**src/rtl/display_pkg.sv**
```systemverilog
// Shared constants, FSM state encoding and BCD helpers for the
// BCD time keeper. No ports; imported by the RTL and the bench.
package display_pkg;

    localparam int DIGIT_W  = 4;
    localparam int MAX_HOUR = 23;
    localparam int MAX_MIN  = 59;
    localparam int MAX_SEC  = 59;

    typedef enum logic [1:0] {
        RUN     = 2'd0,
        SET_HR  = 2'd1,
        SET_MIN = 2'd2
    } state_e;

    typedef logic [DIGIT_W-1:0] digit_t;

    typedef struct packed {
        digit_t tens;
        digit_t ones;
    } bcd2_t;

    // Two-digit BCD increment that wraps to 00 after max_val.
    function automatic bcd2_t bcd_inc(bcd2_t v, int max_val);
        bcd2_t r;
        if (v.tens == digit_t'(max_val / 10) &&
            v.ones == digit_t'(max_val % 10)) begin
            r = '0;
        end else if (v.ones == digit_t'(9)) begin
            r.tens = v.tens + digit_t'(1);
            r.ones = '0;
        end else begin
            r.tens = v.tens;
            r.ones = v.ones + digit_t'(1);
        end
        return r;
    endfunction

endpackage

```
**src/rtl/bcd_time_keeper_if.sv**
```systemverilog
// Bundle between the time keeper and its surroundings.
// Ports: btn_mode/btn_inc (raw active-low buttons), h10/h1/m10/m1
// (BCD digits), sec_tick, set_hr, set_min. The slave side is the core.
interface bcd_time_keeper_if;
    import display_pkg::*;

    logic   btn_mode;
    logic   btn_inc;
    digit_t h10;
    digit_t h1;
    digit_t m10;
    digit_t m1;
    logic   sec_tick;
    logic   set_hr;
    logic   set_min;

    modport master (
        output btn_mode, btn_inc,
        input  h10, h1, m10, m1, sec_tick, set_hr, set_min
    );

    modport slave (
        input  btn_mode, btn_inc,
        output h10, h1, m10, m1, sec_tick, set_hr, set_min
    );

endinterface

```
**src/rtl/button_debounce.sv**
```systemverilog
// Synchronizes and debounces one active-low pushbutton and emits a
// one-cycle press pulse. Ports: clk, rst_n, btn (raw), press (pulse).
module button_debounce #(
    parameter int DEBOUNCE_CYCLES = 100_000
) (
    input  logic clk,
    input  logic rst_n,
    input  logic btn,
    output logic press
);

    localparam int CW = $clog2(DEBOUNCE_CYCLES + 1);

    logic          sync1;
    logic          sync2;
    logic          level;
    logic [CW-1:0] cnt;

    always_ff @(posedge clk or negedge rst_n) begin
        if (!rst_n) begin
            sync1 <= 1'b1;
            sync2 <= 1'b1;
            level <= 1'b1;
            cnt   <= '0;
            press <= 1'b0;
        end else begin
            sync1 <= btn;
            sync2 <= sync1;
            press <= 1'b0;
            if (sync2 == level) begin
                cnt <= '0;
            end else if (cnt == CW'(DEBOUNCE_CYCLES - 1)) begin
                cnt   <= '0;
                level <= sync2;
                // Old level high means released -> pressed.
                press <= level;
            end else begin
                cnt <= cnt + 1'b1;
            end
        end
    end

endmodule

```
**src/rtl/bcd_time_keeper.sv**
```systemverilog
// HH:MM clock with hidden seconds, set via mode/inc pushbuttons.
// Ports: clk, rst_n (async active-low), bus (slave side of the bundle).
module bcd_time_keeper #(
    parameter int CLK_HZ          = 10_000_000,
    parameter int DEBOUNCE_CYCLES = 100_000
) (
    input  logic             clk,
    input  logic             rst_n,
    bcd_time_keeper_if.slave bus
);
    import display_pkg::*;

    localparam int PW = $clog2(CLK_HZ + 1);

    state_e        state_q;
    state_e        state_d;
    logic          mode_press;
    logic          inc_press;
    logic          tick;
    logic          go_run;
    logic          hr_inc;
    logic          min_inc;
    logic [PW-1:0] presc;
    logic [5:0]    sec;
    bcd2_t         hours;
    bcd2_t         mins;
    logic          sec_tick_q;
    logic          set_hr_q;
    logic          set_min_q;

    button_debounce #(
        .DEBOUNCE_CYCLES(DEBOUNCE_CYCLES)
    ) u_mode (
        .clk  (clk),
        .rst_n(rst_n),
        .btn  (bus.btn_mode),
        .press(mode_press)
    );

    button_debounce #(
        .DEBOUNCE_CYCLES(DEBOUNCE_CYCLES)
    ) u_inc (
        .clk  (clk),
        .rst_n(rst_n),
        .btn  (bus.btn_inc),
        .press(inc_press)
    );

    assign tick = (state_q == RUN) && (presc == PW'(CLK_HZ - 1));

    // Mode wins over inc when both land in the same cycle.
    always_comb begin
        state_d = state_q;
        go_run  = 1'b0;
        hr_inc  = 1'b0;
        min_inc = 1'b0;
        case (state_q)
            RUN: begin
                if (mode_press) state_d = SET_HR;
            end
            SET_HR: begin
                if (mode_press) state_d = SET_MIN;
                else if (inc_press) hr_inc = 1'b1;
            end
            SET_MIN: begin
                if (mode_press) begin
                    state_d = RUN;
                    go_run  = 1'b1;
                end else if (inc_press) begin
                    min_inc = 1'b1;
                end
            end
            default: state_d = RUN;
        endcase
    end

    always_ff @(posedge clk or negedge rst_n) begin
        if (!rst_n) begin
            state_q   <= RUN;
            set_hr_q  <= 1'b0;
            set_min_q <= 1'b0;
        end else begin
            state_q   <= state_d;
            set_hr_q  <= (state_d == SET_HR);
            set_min_q <= (state_d == SET_MIN);
        end
    end

    always_ff @(posedge clk or negedge rst_n) begin
        if (!rst_n) begin
            presc      <= '0;
            sec        <= '0;
            hours      <= '0;
            mins       <= '0;
            sec_tick_q <= 1'b0;
        end else begin
            sec_tick_q <= tick;
            if (go_run || state_q != RUN || tick) begin
                presc <= '0;
            end else begin
                presc <= presc + 1'b1;
            end
            if (go_run) begin
                sec <= '0;
            end
            if (tick) begin
                if (sec == 6'(MAX_SEC)) begin
                    sec  <= '0;
                    mins <= bcd_inc(mins, MAX_MIN);
                    if (mins == bcd2_t'(8'h59)) begin
                        hours <= bcd_inc(hours, MAX_HOUR);
                    end
                end else begin
                    sec <= sec + 6'd1;
                end
            end
            if (hr_inc) begin
                hours <= bcd_inc(hours, MAX_HOUR);
            end
            if (min_inc) begin
                mins <= bcd_inc(mins, MAX_MIN);
            end
        end
    end

    assign bus.h10      = hours.tens;
    assign bus.h1       = hours.ones;
    assign bus.m10      = mins.tens;
    assign bus.m1       = mins.ones;
    assign bus.sec_tick = sec_tick_q;
    assign bus.set_hr   = set_hr_q;
    assign bus.set_min  = set_min_q;

endmodule

```
**src/flat_wrapper.sv**
```systemverilog
// flat-port wrapper written by rule: the top's interface ports become plain ports
module bcd_time_keeper_flat import display_pkg::*;
#(
    parameter int CLK_HZ          = 10_000_000,
    parameter int DEBOUNCE_CYCLES = 100_000
)
  (clk, rst_n, bus_btn_mode, bus_btn_inc, bus_h10, bus_h1, bus_m10, bus_m1, bus_sec_tick, bus_set_hr, bus_set_min);
  bcd_time_keeper_if bus_i ();
  input  logic clk;
  input  logic rst_n;
  input wire logic [$bits(bus_i.btn_mode)-1:0] bus_btn_mode;
  input wire logic [$bits(bus_i.btn_inc)-1:0] bus_btn_inc;
  output wire logic [$bits(bus_i.h10)-1:0] bus_h10;
  output wire logic [$bits(bus_i.h1)-1:0] bus_h1;
  output wire logic [$bits(bus_i.m10)-1:0] bus_m10;
  output wire logic [$bits(bus_i.m1)-1:0] bus_m1;
  output wire logic [$bits(bus_i.sec_tick)-1:0] bus_sec_tick;
  output wire logic [$bits(bus_i.set_hr)-1:0] bus_set_hr;
  output wire logic [$bits(bus_i.set_min)-1:0] bus_set_min;
  assign bus_i.btn_mode = bus_btn_mode;
  assign bus_i.btn_inc = bus_btn_inc;
  assign bus_h10 = bus_i.h10;
  assign bus_h1 = bus_i.h1;
  assign bus_m10 = bus_i.m10;
  assign bus_m1 = bus_i.m1;
  assign bus_sec_tick = bus_i.sec_tick;
  assign bus_set_hr = bus_i.set_hr;
  assign bus_set_min = bus_i.set_min;
  bcd_time_keeper #(.CLK_HZ(CLK_HZ), .DEBOUNCE_CYCLES(DEBOUNCE_CYCLES)) u_core (.clk(clk), .rst_n(rst_n), .bus(bus_i));
endmodule
```
**config.mk**
```make
export PLATFORM = sky130hd
export DESIGN_NAME = bcd_time_keeper_flat
export DESIGN_NICKNAME = d
export VERILOG_FILES = /design/src/rtl/display_pkg.sv /design/src/rtl/bcd_time_keeper_if.sv /design/src/rtl/button_debounce.sv /design/src/rtl/bcd_time_keeper.sv /design/src/flat_wrapper.sv
export SDC_FILE = /design/constraint.sdc
export NUM_CORES = 1
export LEC_CHECK = 0
export ABC_CLOCK_PERIOD_IN_PS = 2600
export BUFFER_PORTS_ARGS = -buffer_cell sky130_fd_sc_hd__buf_2
export CORE_MARGIN = 2
export CORE_UTILIZATION = 36
export DETAILED_ROUTE_END_ITERATION = 6
export SLEW_MARGIN = 20
export SYNTH_ARGS = -nofsm -noshare
export SYNTH_HDL_FRONTEND = slang
export SYNTH_SLANG_ARGS = --single-unit
```
**constraint.sdc**
```tcl
create_clock -name clk -period 2.6 [get_ports clk]
set_input_delay 0 -clock clk [delete_from_list [all_inputs] [get_ports clk]]
set_output_delay 0 -clock clk [all_outputs]
set_load 0.01 [all_outputs]
```
==> results of run 1 <==
per-stage QoR:
stage | hold WS, ns | utilization
after floorplan | -0.296 | -
after global placement | 0.00866 | 0.392
after detailed placement | 0.0156 | 0.392
after CTS | 0.209 | 0.417
after global routing | 0.233 | 0.417
final | 0.185 | 0.417
critical path, delay by kind of cell, from the launching register on:
kind            cells  cell delay (ns)
simple gates        2             0.81
flops               1             0.39
buf+inv             2             0.26
compound gates      2             0.39
fa+ha+maj           1             0.22
sequential cells by signal (all words and copies together) (netlist names), 2 cells and up:
name and cells:
u_core.bus.m10 4, u_core.bus.m1 4, u_core.state_q 2, u_core.sec 6, u_core.u_inc.cnt 17, u_core.bus.h1 4
u_core.u_mode.cnt 17, u_core.presc 24, u_core.bus.h10 4
cells by family after synthesis:
| kind of cell | Yosys count | share of synthesized area |
|---|---|---|
| simple gates | 222 | 0.255 |
| flops | 93 | 0.510 |
| xor+xnor | 58 | 0.111 |
| compound gates | 31 | 0.0462 |
| buf+inv | 20 | 0.0200 |
| fa+ha+maj | 12 | 0.0328 |
| mux | 10 | 0.0243 |
placed cells by master (no fill, tap or decap), types with 4 or more instances in the layout:
master,n
xnor2_1,24
buf_2,21
xor2_1,34
nand3_1,29
dfstp_2,6
nand2b_1,5
and3_1,13
clkbuf_16,9
nand2_1,33
nor2_1,79
o21ai_0,11
dfrtp_1,87
and2_1,4
ha_1,12
nor3_1,15
nand4_1,11
nor3b_1,4
buf_4,5
and4_1,6
inv_1,11
mux2_2,7
cell usage after synthesis (5+ instances only):
cell type / number
xnor2_1: 24
dfstp_2: 6
nand3_1: 29
inv_1: 11
nor3_1: 15
dfrtp_1: 87
nor2_1: 79
ha_1: 12
and4_1: 6
xor2_1: 34
o21ai_0: 11
mux2_2: 7
nand2_1: 33
nand4_1: 11
nand2b_1: 5
and3_1: 13
power groups by stage:
stage | logic [W] | clock network (W) | registers (W)
6_report | 0.0000619 | 0.00125 | 0.00147
5_1_grt | 0.0000735 | 0.00135 | 0.00147
4_1_cts | 0.0000653 | 0.00128 | 0.00147
3_5_place_dp | 0.0000609 | 0 | 0.00150
3_3_place_gp | 0.0000592 | 0 | 0.00150
2_1_floorplan | 0.0000185 | 0 | 0.00150
layer usage:
metal,vias up,share of wire,track usage
li1,1601,-,-
met1,1551,0.50,0.179
met2,39,0.46,0.209
met3,8,0.029,0.0348
met4,0,0.017,0.0431
met5,-,0,0
repair_timing:
item                      CTS  global route
resized for setup           0             0
hold buffers                3             0
hold endpoints to repair   37             0
worst min-delay path by stage:
stage,endpoint,slack [ns],start,depth (start not counted)
CTS,u_core.u_mode.cnt[12],0.21,rst_n,2
floorplan,u_core.bus.h10[0],-0.30,rst_n,0
detailed placement,u_core.presc[21],0.02,rst_n,1
global route,u_core.presc[4],0.23,rst_n,2
global placement,u_core.presc[21],0.009,rst_n,1
finish,u_core.presc[21],0.19,rst_n,2
layout make-up:
| type | instances | area [um2] | share of cell area |
|---|---|---|---|
| clock buffers | 10 | 239 | 0.0458 |
| clock inverters | 6 | 45.0 | 0.00863 |
| inverters | 12 | 45.0 | 0.00863 |
| multi-input cells | 333 | 2150 | 0.412 |
| flip-flops and latches | 93 | 2330 | 0.447 |
| well taps | 172 | 215 | 0.0412 |
| repair buffers | 30 | 193 | 0.0369 |
==> results.cfg, run 1 <==
[status]
status = completed

[sta]
setup_tns_ns = 0
worst_slack_ns = 0.435
fin_crit_sh = 0.833
setup-violations-final = 0
final-hold-violation-count = 0
slew_headroom = 0.592
worst-slew-pin-transition_ns = 0.610
rsz0062_at_grt = false
drv_slew = 0
min_period_ns = 2.16
fmax_mhz = 462
fin_skew_ns = 0.00868

[yosys]
yosys_warnings = 0
synth.cell_area_um2 = 4570
ys_ff_latch = 93
synth_cell_type_count = 58
synth_edf_count = 0
synth_top_area_share = 0.476
synth_ff_type = dfrtp_1
async_reset_ff_frac = 1.00
syn-num-nets = 462
syn_area_per_cell_um2 = 10.3
netlist_instances = 446
yosys.area.top_type = dfrtp_1
synth.area.top_cells = dfrtp_1 (48%), xor2_1 (6.5%), nor2_1 (6.5%), xnor2_1 (4.6%), dfstp_2 (3.4%)
yosysSeqAreaShare = 0.510

[placed_design]
place_area_um2 = 4910
gp_congestion = 0.852
place_ws_ns = 0.442
dp_hpwl_um = 5680
dp.cells = 637
port_buffers = 22

[setup_path]
worst_r2r_endpoint = u_core.bus.h10[2]
regToRegSetupSlack_ns = 0.44
critPathRequiredTime_ns = 2.82
critPathMaxStageDelay_ns = 0.55
cp-endpoint = u_core.bus.h10[2]
startpoint_type = flip-flop
critPathKind = reg -> reg
arrival_ns = 2.39
critPathLaunch = u_core.sec[0]
crit_chain = ha_1 > inv_1 > or4_4 > nor4_4 > buf_4 > o21ai_2 > a211o_1
cp_max_fo = 6
timing.rr.start = u_core.sec[0]
rr_worst_depth = 7
critical-path-slowest-cell = or4_4
endpoint_kind = flip-flop

[detailed_routing]
drtIter0Drc = 98
viasPerCell = 4.88
dr.pass1.iters = 5
drtAntennaViolNets = 0
wl_per_cell_um = 12.5
drc = 0
vias = 3199
wl_um = 8210

[power_and_ir_drop]
power_frac_seq = 0.529
p_comb_frac = 0.022
p_switching_w = 0.000621
p_leak_nw = 2.40
ir_drop_v = 0.000271
clock_power_share = 0.449
p_total_w = 0.00278
internal_power_w = 0.00216
pwr_density_cell_nw_per_um2 = 532
p_sw_frac = 0.224

[global_routing]
grt_max_degree = 39
grt_pass1_vias = 3152
grt_pass1_wl_um = 14400
overflow = 0
antenna_found_initial = 0
grt_usage = 0.133

[clock_tree]
cts_tree = yes
path_clk_slew_ns = 0.07
htreeDepth = 3
clock-sinks = 93
clockBufferDepth = 2
post_cts_buffers = 0
cts-buffers-inserted = 9
cts-root-buf = clkbuf_16
clock_latency_ns = 0.34

[floorplanning]
start_util = 0.365
core_um2 = 12500
die_area_um2 = 13600
io_pins = 23
fp.dieH_um = 117
die_w_um = 117
num_rows = 41

[cells_and_area]
layout-drive-gt1-share = 0.145
area_growth_pct = 14.1
diodes = 0
fillCellCount = 1243
final_cells = 656
fin_nets = 495
final_area_um2 = 5220

[worst_hold_path]
hold_class = in -> async

[flow_run]
maxCapViolCount = 0
Power figures use the tool's default switching activity.
==> run 2: changes to the inputs <==
- ABC_CLOCK_PERIOD_IN_PS: 2600 -> 1900
- clock period: 2.6 -> 1.9 ns (I/O delays scaled with it)
==> results.cfg, run 2 (same netlist as run 1, synthesis figures left out) <==
[status]
status = complete, but fails checks
violations = negative setup slack

[power_and_ir_drop]
pwr_density_cell_nw_per_um2 = 672
p_leak_nw = 2.69
ir_drop_v = 0.000388

[detailed_routing]
viasPerCell = 4.85
wl_per_cell_um = 12.8
vias = 3435
drtIter0Drc = 220
wl_um = 9030
drtAntennaViolNets = 0
dr.pass1.iters = 4
drc = 0

[setup_path]
endpoint_kind = flip-flop
regToRegSetupSlack_ns = -0.07
startpoint_type = flip-flop
cp_max_fo = 4
arrival_ns = 2.19
critPathKind = reg -> reg
timing.rr.start = u_core.presc[11]
rr_worst_depth = 6
worst_r2r_endpoint = u_core.bus.h1[0]
critPathRequiredTime_ns = 2.13

[placed_design]
place_ws_ns = -0.0687
gp_congestion = 0.823
port_buffers = 22
place_area_um2 = 5330
dp_hpwl_um = 6390

[sta]
slew_headroom = 0.664
fin_crit_sh = 1.04
rsz0062_at_grt = true
worst-slew-pin-transition_ns = 0.504
final-hold-violation-count = 0
holdWs_ns = 0.184
min_period_ns = 1.97
worst_slack_ns = -0.0690
fmax_mhz = 508
setup-violations-final = 10
setup_tns_ns = -0.234
drv_slew = 0
fin_skew_ns = 0.00813

[global_routing]
grt_max_degree = 39
grt_usage = 0.147
antenna_found_initial = 0
grt_pass1_wl_um = 15700
grt_pass1_vias = 3428
overflow = 0

[floorplanning]
core_um2 = 12500
fp.dieH_um = 117
die_w_um = 117
start_util = 0.365
io_pins = 23
num_rows = 41
die_area_um2 = 13600

[flow_run]
maxCapViolCount = 0

[cells_and_area]
largest_register = u_core.presc
final_common_cell = dfrtp_1
final_area_um2 = 5670
fin_nets = 547
area_growth_pct = 24.0
fillCellCount = 1227
layout-drive-gt1-share = 0.244
multi_input_area_um2 = 2190
top_regs = u_core.presc: 24 flops, u_core.u_inc.cnt: 17 flops, u_core.u_mode.cnt: 17 flops
diodes = 0
largest_register_ffs = 24
regArea_um2 = 2340
final_cell_mix = dfrtp_1 (86), nor2_1 (78), buf_4 (55), xor2_1 (34), nand2_1 (33)

[clock_tree]
cts-buffers-inserted = 9
htreeDepth = 3
clock_latency_ns = 0.35
cts-root-buf = clkbuf_16
path_clk_slew_ns = 0.07
clockBufferDepth = 2
clock-sinks = 93
cts_tree = yes

[worst_hold_path]
hold_class = in -> async
-- run 2: cell types whose count changed in the layout (fill, tap and decap cells not counted), moves of 2 or more --
cell / before / now
buf_4: 5 / 55
clkinv_2: 2 / 0
clkinv_4: 0 / 2
o21ai_0: 11 / 9
o21ai_2: 1 / 3
-- run 2: metal layers --
layer	wire, um	share of wire	up-vias	track usage
li1	-	-	1700	-
met1	4260	0.47	1676	0.184
met2	4350	0.48	50	0.246
met3	307	0.034	9	0.0441
met4	117	0.013	0	0.0447
met5	0	0	-	0
-- run 2: worst max-delay path, stage by stage, from the launching register on --
cell and delay [ns]:
dfrtp_1 0.39, nor4bb_2 0.29, buf_4 0.17, nand4b_4 0.15, nor4_4 0.38, or2_4 0.20
mux2_4 0.28
-- run 2: cell type report --
class,instances,share of cell area
sequential,93,0.412
multi-input combinational,333,0.386
clock buffer,11,0.0428
inverter,12,0.00794
tap,172,0.0379
clock inverter,5,0.00750
timing repair buffer,82,0.106
-- run 2: stage by stage --
stage	total power, W	utilization	instances
after detailed placement	0.00214	0.425	687
final	0.00381	0.453	708
after floorplan	0.00207	-	446
after global placement	0.00213	0.425	687
after global routing	0.00399	0.453	708
after CTS	0.00389	0.452	708
-- run 2: timing repair --
item | 4_1_cts | 5_1_grt
buffers inserted | 2 | 0
pin swaps | 3 | 5
endpoints found under the hold margin | 37 | 0
resized for setup | 2 | 4
endpoints found under the setup margin | 9 | 19
hold buffers | 3 | 0
-- run 2: how the worst max path moves through the flow --
stage	startpoint	end	slack (ns)	cells past startpoint
after floorplan	u_core.sec[0]	u_core.bus.h1[0]	-0.11	7
after global placement	u_core.presc[11]	u_core.bus.h1[0]	-0.07	6
after detailed placement	u_core.presc[11]	u_core.bus.h1[0]	-0.07	6
after CTS	u_core.presc[11]	u_core.bus.h1[0]	-0.08	6
after global routing	u_core.presc[11]	u_core.bus.h1[0]	-0.19	6
final	u_core.presc[11]	u_core.bus.h1[0]	-0.07	6
-- run 2: power by group --
part,switching (W),total [W],internal (W)
Clock,0.000777,0.00171,0.000937
Combinational,0.0000604,0.0000882,0.0000278
Sequential,0.0000141,0.00201,0.00200
==> run 3: changes to the inputs <==
- ABC_CLOCK_PERIOD_IN_PS: 1900 -> 2300
- clock period: 1.9 -> 2.3 ns (I/O delays scaled with it)
==> results.cfg, run 3 (same netlist as run 1, synthesis figures left out) <==
[detailed_routing]
wl_per_cell_um = 12.1
drtIter0Drc = 122
vias = 3187
drtAntennaViolNets = 0
wl_um = 7980
viasPerCell = 4.84
drc = 0
dr.pass1.iters = 4

[clock_tree]
cts_resized = 0
path_clk_slew_ns = 0.07
clockBufferDepth = 2
cts_hold_buf = 3
clock-sinks = 93
cts_tree = yes
cts-root-buf = clkbuf_16
clock_latency_ns = 0.34
htreeDepth = 3
cts-buffers-inserted = 9
post_cts_buffers = 0

[placed_design]
dp_hpwl_um = 5650
gp_congestion = 0.827
port_buffers = 22
dp.cells = 639

[setup_path]
critPathRequiredTime_ns = 2.53
endpoint_kind = flip-flop
arrival_ns = 2.37
startpoint_type = flip-flop
critPathKind = reg -> reg
cp_max_fo = 6

[global_routing]
overflow = 0
grt_pass1_vias = 3153
grt_pass1_wl_um = 14500
grt_usage = 0.133
antenna_found_initial = 0
grt_max_degree = 42

[sta]
fmax_mhz = 468
fin_crit_sh = 0.930
rsz0062_at_grt = false
slew_headroom = 0.576
setup-violations-final = 0
fin_skew_ns = 0.00586
setup_tns_ns = 0
holdWs_ns = 0.173
worst-slew-pin-transition_ns = 0.633
min_period_ns = 2.14
drv_slew = 0
final-hold-violation-count = 0

[cells_and_area]
final_common_cell = dfrtp_1
fillCellCount = 1243
largest_register = u_core.presc
area_growth_pct = 14.1
diodes = 0
final_cells = 658
largest_register_ffs = 24
top_regs = u_core.presc: 24 flops, u_core.u_inc.cnt: 17 flops, u_core.u_mode.cnt: 17 flops
layout-drive-gt1-share = 0.144
final_cell_mix = dfrtp_1 (87), nor2_1 (79), xor2_1 (34), nand2_1 (33), nand3_1 (29)
fin_nets = 497

[power_and_ir_drop]
p_leak_nw = 2.39
pwr_density_cell_nw_per_um2 = 591
ir_drop_v = 0.000455
p_total_w = 0.00308

[floorplanning]
die_area_um2 = 13600
num_rows = 41
die_w_um = 117
core_um2 = 12500
io_pins = 23
fp.dieH_um = 117
start_util = 0.365

[worst_hold_path]
hold_class = in -> async

[status]
status = completed

[flow_run]
maxCapViolCount = 0
[run 3: cell types whose count changed in the layout (fill, tap and decap cells not counted), sizes merged]
cell | previous run | this run
buf | 79 | 29
clkinv | 2 | 1
inv | 14 | 13
clkinvlp | 1 | 3
[run 3: layout make-up]
| cell class | instances | area (um2) | share of cell area |
|---|---|---|---|
| Sequential cell | 93 | 2330 | 0.447 |
| Multi-Input combinational cell | 333 | 2150 | 0.412 |
| Clock buffer | 11 | 233 | 0.0446 |
| Tap cell | 172 | 215 | 0.0412 |
| Timing Repair Buffer | 32 | 208 | 0.0398 |
| Inverter | 12 | 45.0 | 0.00863 |
| Clock inverter | 5 | 36.3 | 0.00695 |
[run 3: report_power, final]
group,switching (W),internal [W]
registers,0.0000118,0.00165
logic,0.0000478,0.0000195
clock network,0.000620,0.000735
total,0.000680,0.00240
[run 3: path summary, 6_finish.rpt]
kind / from / slack, ns / cells past startpoint / endpoint
worst max-delay path: u_core.sec[0] / 0.16 / 7 / u_core.bus.h1[2]
worst min-delay path: rst_n / 0.17 / 2 / u_core.presc[19]
worst max register to register: u_core.sec[0] / 0.16 / 7 / u_core.bus.h1[2]
worst min register to register: u_core.u_mode.sync1 / 0.36 / 0 / u_core.u_mode.sync2
max in group asynchronous: rst_n / 1.48 / 3 / u_core.u_inc.level
min in group clk: bus_btn_mode / 0.29 / 2 / u_core.u_mode.sync1
[run 3: metrics by stage]
stage / cell area, um2 / setup WS, ns / util
2_1_floorplan: 4570 / 0.133 / -
3_3_place_gp: 4920 / 0.161 / 0.393
3_5_place_dp: 4920 / 0.144 / 0.393
4_1_cts: 5220 / 0.146 / 0.417
5_1_grt: 5220 / 0.0386 / 0.417
6_report: 5220 / 0.161 / 0.417
[run 3: layer usage]
layer | share of wire | GRT usage | wire length (um)
met5 | 0 | 0 | 0
met4 | 0.013 | 0.0400 | 101
met3 | 0.032 | 0.0389 | 255
met2 | 0.47 | 0.218 | 3750
met1 | 0.49 | 0.172 | 3880
[run 3: critical path: stages, from the launching register on]
cell	delay [ns]
dfrtp_1	0.39
ha_1	0.20
inv_1	0.07
or4_4	0.55
nor4_4	0.25
buf_4	0.19
o21ai_1	0.07
mux2_1	0.31
